[src/rtl/rv32i_fetch_unit.sv]
// RV32I instruction fetch unit: issues single-outstanding instruction-memory reads, buffers
// returned words in a 2-entry FIFO toward decode, and handles redirects and misaligned targets.
module rv32i_fetch_unit #(
  parameter logic [31:0] RESET_PC = 32'h0040_0000
) (
  input  logic        clk,
  input  logic        rst_n,
  output logic        imem_req,
  output logic [31:0] imem_addr,
  input  logic        imem_rvalid,
  input  logic [31:0] imem_rdata,
  input  logic        redirect_valid,
  input  logic [1:0]  pc_sel,
  input  logic [31:0] redirect_base,
  input  logic [31:0] imm,
  input  logic [31:0] alu_out,
  output logic        if_valid,
  input  logic        if_ready,
  output logic [31:0] if_instr,
  output logic [31:0] if_pc,
  output logic        fetch_fault
);

  typedef enum logic [1:0] {StIdle, StFetch, StWait, StFault} state_e;

  state_e      state_q;
  logic [31:0] pc_q;
  logic [31:0] req_addr_q;
  logic        outstanding_q;
  logic        drop_q;
  logic        fault_q;

  logic [31:0] instr_q [2];
  logic [31:0] addr_q  [2];
  logic        rd_ptr_q;
  logic        wr_ptr_q;
  logic [1:0]  count_q;
  logic [1:0]  count_d;

  logic [31:0] target;
  logic        redirect_take;
  logic        rsp;
  logic        issue;
  logic        push;
  logic        pop;

  // Redirect target selection; reserved encoding behaves like sequential flow.
  always_comb begin
    target = redirect_base + 32'd4;
    unique case (pc_sel)
      2'd1:    target = redirect_base + imm;
      2'd2:    target = {alu_out[31:1], 1'b0};
      default: target = redirect_base + 32'd4;
    endcase
  end

  // Handshake decode; a taken redirect overrides issue, push and pop in the same cycle.
  always_comb begin
    redirect_take = redirect_valid && (state_q != StFault);
    rsp           = imem_rvalid && outstanding_q;
    issue         = (state_q == StFetch) && !outstanding_q && !redirect_take &&
                    (({1'b0, count_q} + {2'b00, outstanding_q}) < 3'd2);
    push          = rsp && !drop_q && !redirect_take && (state_q == StWait);
    pop           = if_valid && if_ready && !redirect_take;
    count_d       = count_q;
    unique case ({push, pop})
      2'b10:   count_d = count_q + 2'd1;
      2'b01:   count_d = count_q - 2'd1;
      default: count_d = count_q;
    endcase
  end

  // Control FSM with PC, outstanding/drop tracking and sticky fault flag.
  always_ff @(posedge clk or negedge rst_n) begin
    if (!rst_n) begin
      state_q       <= StIdle;
      pc_q          <= RESET_PC;
      req_addr_q    <= '0;
      outstanding_q <= 1'b0;
      drop_q        <= 1'b0;
      fault_q       <= 1'b0;
    end else begin
      if (rsp) begin
        outstanding_q <= 1'b0;
        drop_q        <= 1'b0;
      end
      if (issue) begin
        outstanding_q <= 1'b1;
        req_addr_q    <= pc_q;
        pc_q          <= pc_q + 32'd4;
      end
      if (redirect_take) begin
        pc_q <= target;
        // A response still in flight belongs to the old path and must be discarded.
        if (outstanding_q && !rsp) drop_q <= 1'b1;
        if (target[1]) begin
          fault_q <= 1'b1;
          state_q <= StFault;
        end else begin
          state_q <= StFetch;
        end
      end else begin
        unique case (state_q)
          StIdle:  state_q <= StFetch;
          StFetch: if (issue) state_q <= StWait;
          StWait:  if (rsp) state_q <= StFetch;
          StFault: state_q <= StFault;
          default: state_q <= StIdle;
        endcase
      end
    end
  end

  // Two-entry instruction buffer; redirects flush it.
  always_ff @(posedge clk or negedge rst_n) begin
    if (!rst_n) begin
      instr_q[0] <= '0;
      instr_q[1] <= '0;
      addr_q[0]  <= '0;
      addr_q[1]  <= '0;
      rd_ptr_q   <= 1'b0;
      wr_ptr_q   <= 1'b0;
      count_q    <= '0;
    end else if (redirect_take) begin
      rd_ptr_q <= 1'b0;
      wr_ptr_q <= 1'b0;
      count_q  <= '0;
    end else begin
      if (push) begin
        instr_q[wr_ptr_q] <= imem_rdata;
        addr_q[wr_ptr_q]  <= req_addr_q;
        wr_ptr_q          <= ~wr_ptr_q;
      end
      if (pop) rd_ptr_q <= ~rd_ptr_q;
      count_q <= count_d;
    end
  end

  // Output decode.
  always_comb begin
    imem_req    = issue;
    imem_addr   = pc_q;
    if_valid    = (count_q != 2'd0);
    if_instr    = instr_q[rd_ptr_q];
    if_pc       = addr_q[rd_ptr_q];
    fetch_fault = fault_q;
  end

endmodule

[config.mk]
export PLATFORM = sky130hd
export DESIGN_NAME = rv32i_fetch_unit
export DESIGN_NICKNAME = d
export VERILOG_FILES = /design/src/rtl/rv32i_fetch_unit.sv
export SDC_FILE = /design/constraint.sdc
export NUM_CORES = 1
export LEC_CHECK = 0
export CAP_MARGIN = 10
export CORE_UTILIZATION = 50
export CTS_BUF_LIST = sky130_fd_sc_hd__clkbuf_2
export DETAILED_ROUTE_END_ITERATION = 7
export GPL_TIMING_DRIVEN = 0
export PLACE_DENSITY = 0.79
export SLEW_MARGIN = 20
export SYNTH_ARGS = -nofsm -noshare
export SYNTH_HDL_FRONTEND = slang
export SYNTH_SLANG_ARGS = --single-unit
[constraint.sdc]
create_clock -name clk -period 3.53 [get_ports clk]
set_input_delay 0.8825 -clock clk [delete_from_list [all_inputs] [get_ports clk]]
set_output_delay 0.8825 -clock clk [all_outputs]
set_load 0.005 [all_outputs]
==> results.toml <==
[floorplanning]
die_y_microns = 154
core_sq_um = 22600
ioPinCount = 234
dieArea_sq_um = 23700
chipWidth_microns = 154
rows = 55
start_util = 0.510

[clocking]
clk_pin_slew_worst_paths_ps = 110
cts-root-buf = "clkbuf_2"
hold_buffers = 0
clk_latency_ps = 720
cts_sinks = 201
cts_buffer_depth = 3
cts_buffers = 46
cts_tree = "done"
post_cts_buffers = 0
htreeDepth = 2

[logic_synthesis]
synth_top_area_frac = 0.434
ys_async_sr_fraction = 1.00
synth-edff-count = 0
synth.distinct_cells = 68
mappedNetlistArea_sq_um = 11500
syn_nets = 1292
dominantRegCellSynth = "dfrtp_1"
ys_seq_area_frac = 0.436
synth.avg_cell_area_sq_um = 10.3
synth_area_leaders = "dfrtp_1 (43%), mux2_2 (19%), nand2_1 (5.5%)"
synth_cells = 1121
synth-seq-cells = 201
synth_area_leader_cell = "dfrtp_1"
yosysWarnings = 0

[place]
gp_congestion = 0.886
hpwl_microns = 24800
port_buffers = 232
placed_cell_area_sq_um = 14300
dpl_worst_slack_ps = -911

[power_and_ir_drop]
power_frac_clock = 0.209
peakVddDrop_v = 0.000200
p_int_uw = 4320
p_leak_uw = 0.00691
p_seq_frac = 0.480
powerDensity_nw_per_um2 = 446
comb_power_share = 0.311
netSwitchingFraction = 0.341
switchingPower_uw = 2240

[sta]
setup_violations = 0
clock.fmax_mhz = 296
rsz0062_at_grt = "false"
worst_slew_pin_slew_ps = 814
holdWs_ps = 66.2
drv_slew = 0
post-route-period-util = 0.957
skew_ps = 53.6
hold_violations = 0
fin_crit_ps = 3380
slew_headroom = 0.455
postLayoutSetupSlackWorst_ps = 151

[layout]
fin_util = 0.648
drive_gt1_frac = 0.208
final_area_sq_um = 14700
area_growth_pct = 27.2
fin_nets = 1572

[critical_path]
arrival_ps = 2500
path_class = "reg -> out"
start_kind = "flip-flop"
worstPathRequired_ps = 2650
worstPathMaxFanout = 10
critPathCaptureType = "primary output"

[route]
dr_total_vias = 9605
drt_wl_total_microns = 31700
routedWlPerCell_microns = 18.5
vias_per_cell = 5.61
firstDrtPassIters = 5
drt-initial-drc-count = 546
route.detailed.drc = 0
detail-route-antenna-nets = 0

[global_route]
grt_max_degree = 86
globalRouteTotalUtil = 0.267
antenna_found_initial = 1
grt_pass1_vias = 9666
grt_pass1_wl_microns = 49900
overflow = 0

[min_path]
hold_path_class = "in -> async"

[job]
drv_cap = 0

[run_status]
status = "completed"
-- cell usage after synthesis (all sizes together) (9+ instances only) --
| library cell | count |
|---|---|
| dfrtp | 200 |
| mux2 | 194 |
| nand2 | 169 |
| a21oi | 64 |
| o21ai | 45 |
| xor2 | 43 |
| nor2 | 41 |
| clkbuf | 36 |
| ha | 35 |
| xnor2 | 30 |
| nand3 | 29 |
| inv | 24 |
| a221oi | 23 |
| a21o | 20 |
| nand4 | 19 |
| buf | 16 |
| and3 | 15 |
| nor3 | 13 |
| a31oi | 9 |
| or3 | 9 |
-- final timing paths --
check                        startpoint             end  slack [ps]  cells past startpoint
setup / recovery               rd_ptr_q    if_instr[27]         150                      4
hold / removal                    rst_n     instr_q[62]          70                      1
setup reg to reg           imem_addr[9]   imem_addr[24]         970                      9
hold reg to reg             fetch_fault     fetch_fault         500                      1
max in group asynchronous         rst_n  req_addr_q[25]        2680                      2
min in group clk            fetch_fault     fetch_fault         500                      1
-- cells by family after synthesis --
group | Yosys count | share of synthesized area
multiplexers | 196 | 0.191
XOR/XNOR | 73 | 0.0554
adder cells (fa/ha/maj) | 36 | 0.0397
buffers and inverters | 76 | 0.0258
AND/OR/NAND/NOR | 333 | 0.136
flip-flops | 201 | 0.436
AO/OA/AOI/OAI | 206 | 0.116
-- through the flow --
stage                     total power (uW)  setup TNS [ps]  std cells
after floorplan                       4120               0       1121
after global placement                5150        -1298120       1638
final                                 6550               0       1711
after detailed placement              5200           -3660       1640
after CTS                             6590               0       1710
after global routing                  6940               0       1711
-- final cells by class --
class,count,area [sq um]
Multi-Input combinational cell,844,6210
Sequential cell,201,5030
Antenna cell,1,2.50
Inverter,24,95.1
Fill cell,1851,7960
Buffer,50,230
Timing Repair Buffer,234,2380
Tap cell,285,357
Clock buffer,63,315
Clock inverter,9,60.1
-- power by group through the flow --
stage	clock (uW)	combinational (uW)	sequential [uW]
after floorplan	0	1060	3050
after global placement	0	1980	3170
after detailed placement	0	2020	3190
after CTS	1420	2030	3140
after global routing	1520	2220	3200
final	1370	2040	3150
-- layer usage --
metal | global-route usage | wire length [microns] | up-vias
met2 | 0.451 | 15200 | 363
met1 | 0.344 | 13700 | 4582
li1 | - | - | 4604
met3 | 0.0423 | 1930 | 56
met5 | 0 | 0 | -
met4 | 0.103 | 853 | 0
-- sequential cells by signal (all words and copies together) (netlist names), named ones only --
register and cells:
addr_q 64, instr_q 64, imem_addr 32, req_addr_q 32, count_q 2, state_q 2
fetch_fault 1, outstanding_q 1, rd_ptr_q 1, wr_ptr_q 1
-- critical path: stages (launching register included) --
cell             delay [ps]
dfrtp_1                 360
clkbuf_2                270
buf_2                   330
mux2_2                  380
clkdlybuf4s50_1         450
-- placed cells by master, fill, tap and decap left out, types with 9 or more instances in the layout --
master and instances:
a21o_1 20, nand2_1 168, xor2_1 43, ha_1 35, dfrtp_1 200, a221oi_1 21
nand3_1 29, clkbuf_2 65, clkbuf_1 29, a21oi_1 62, xnor2_1 30, clkdlybuf4s50_1 229
o21ai_0 41, mux2_2 192, a31oi_1 9, nand4_1 19, and3_1 15, buf_2 10
nor2_1 39, inv_1 23, nor3_1 12, or3_1 9
-- timing repair --
item / in CTS / in global routing
endpoints found under the hold margin: 0 / 0
resized for setup: 14 / 7
setup endpoints to repair: 51 / 31
pin swaps: 1 / 0
Note: power is estimated with default switching activity, not from simulation.
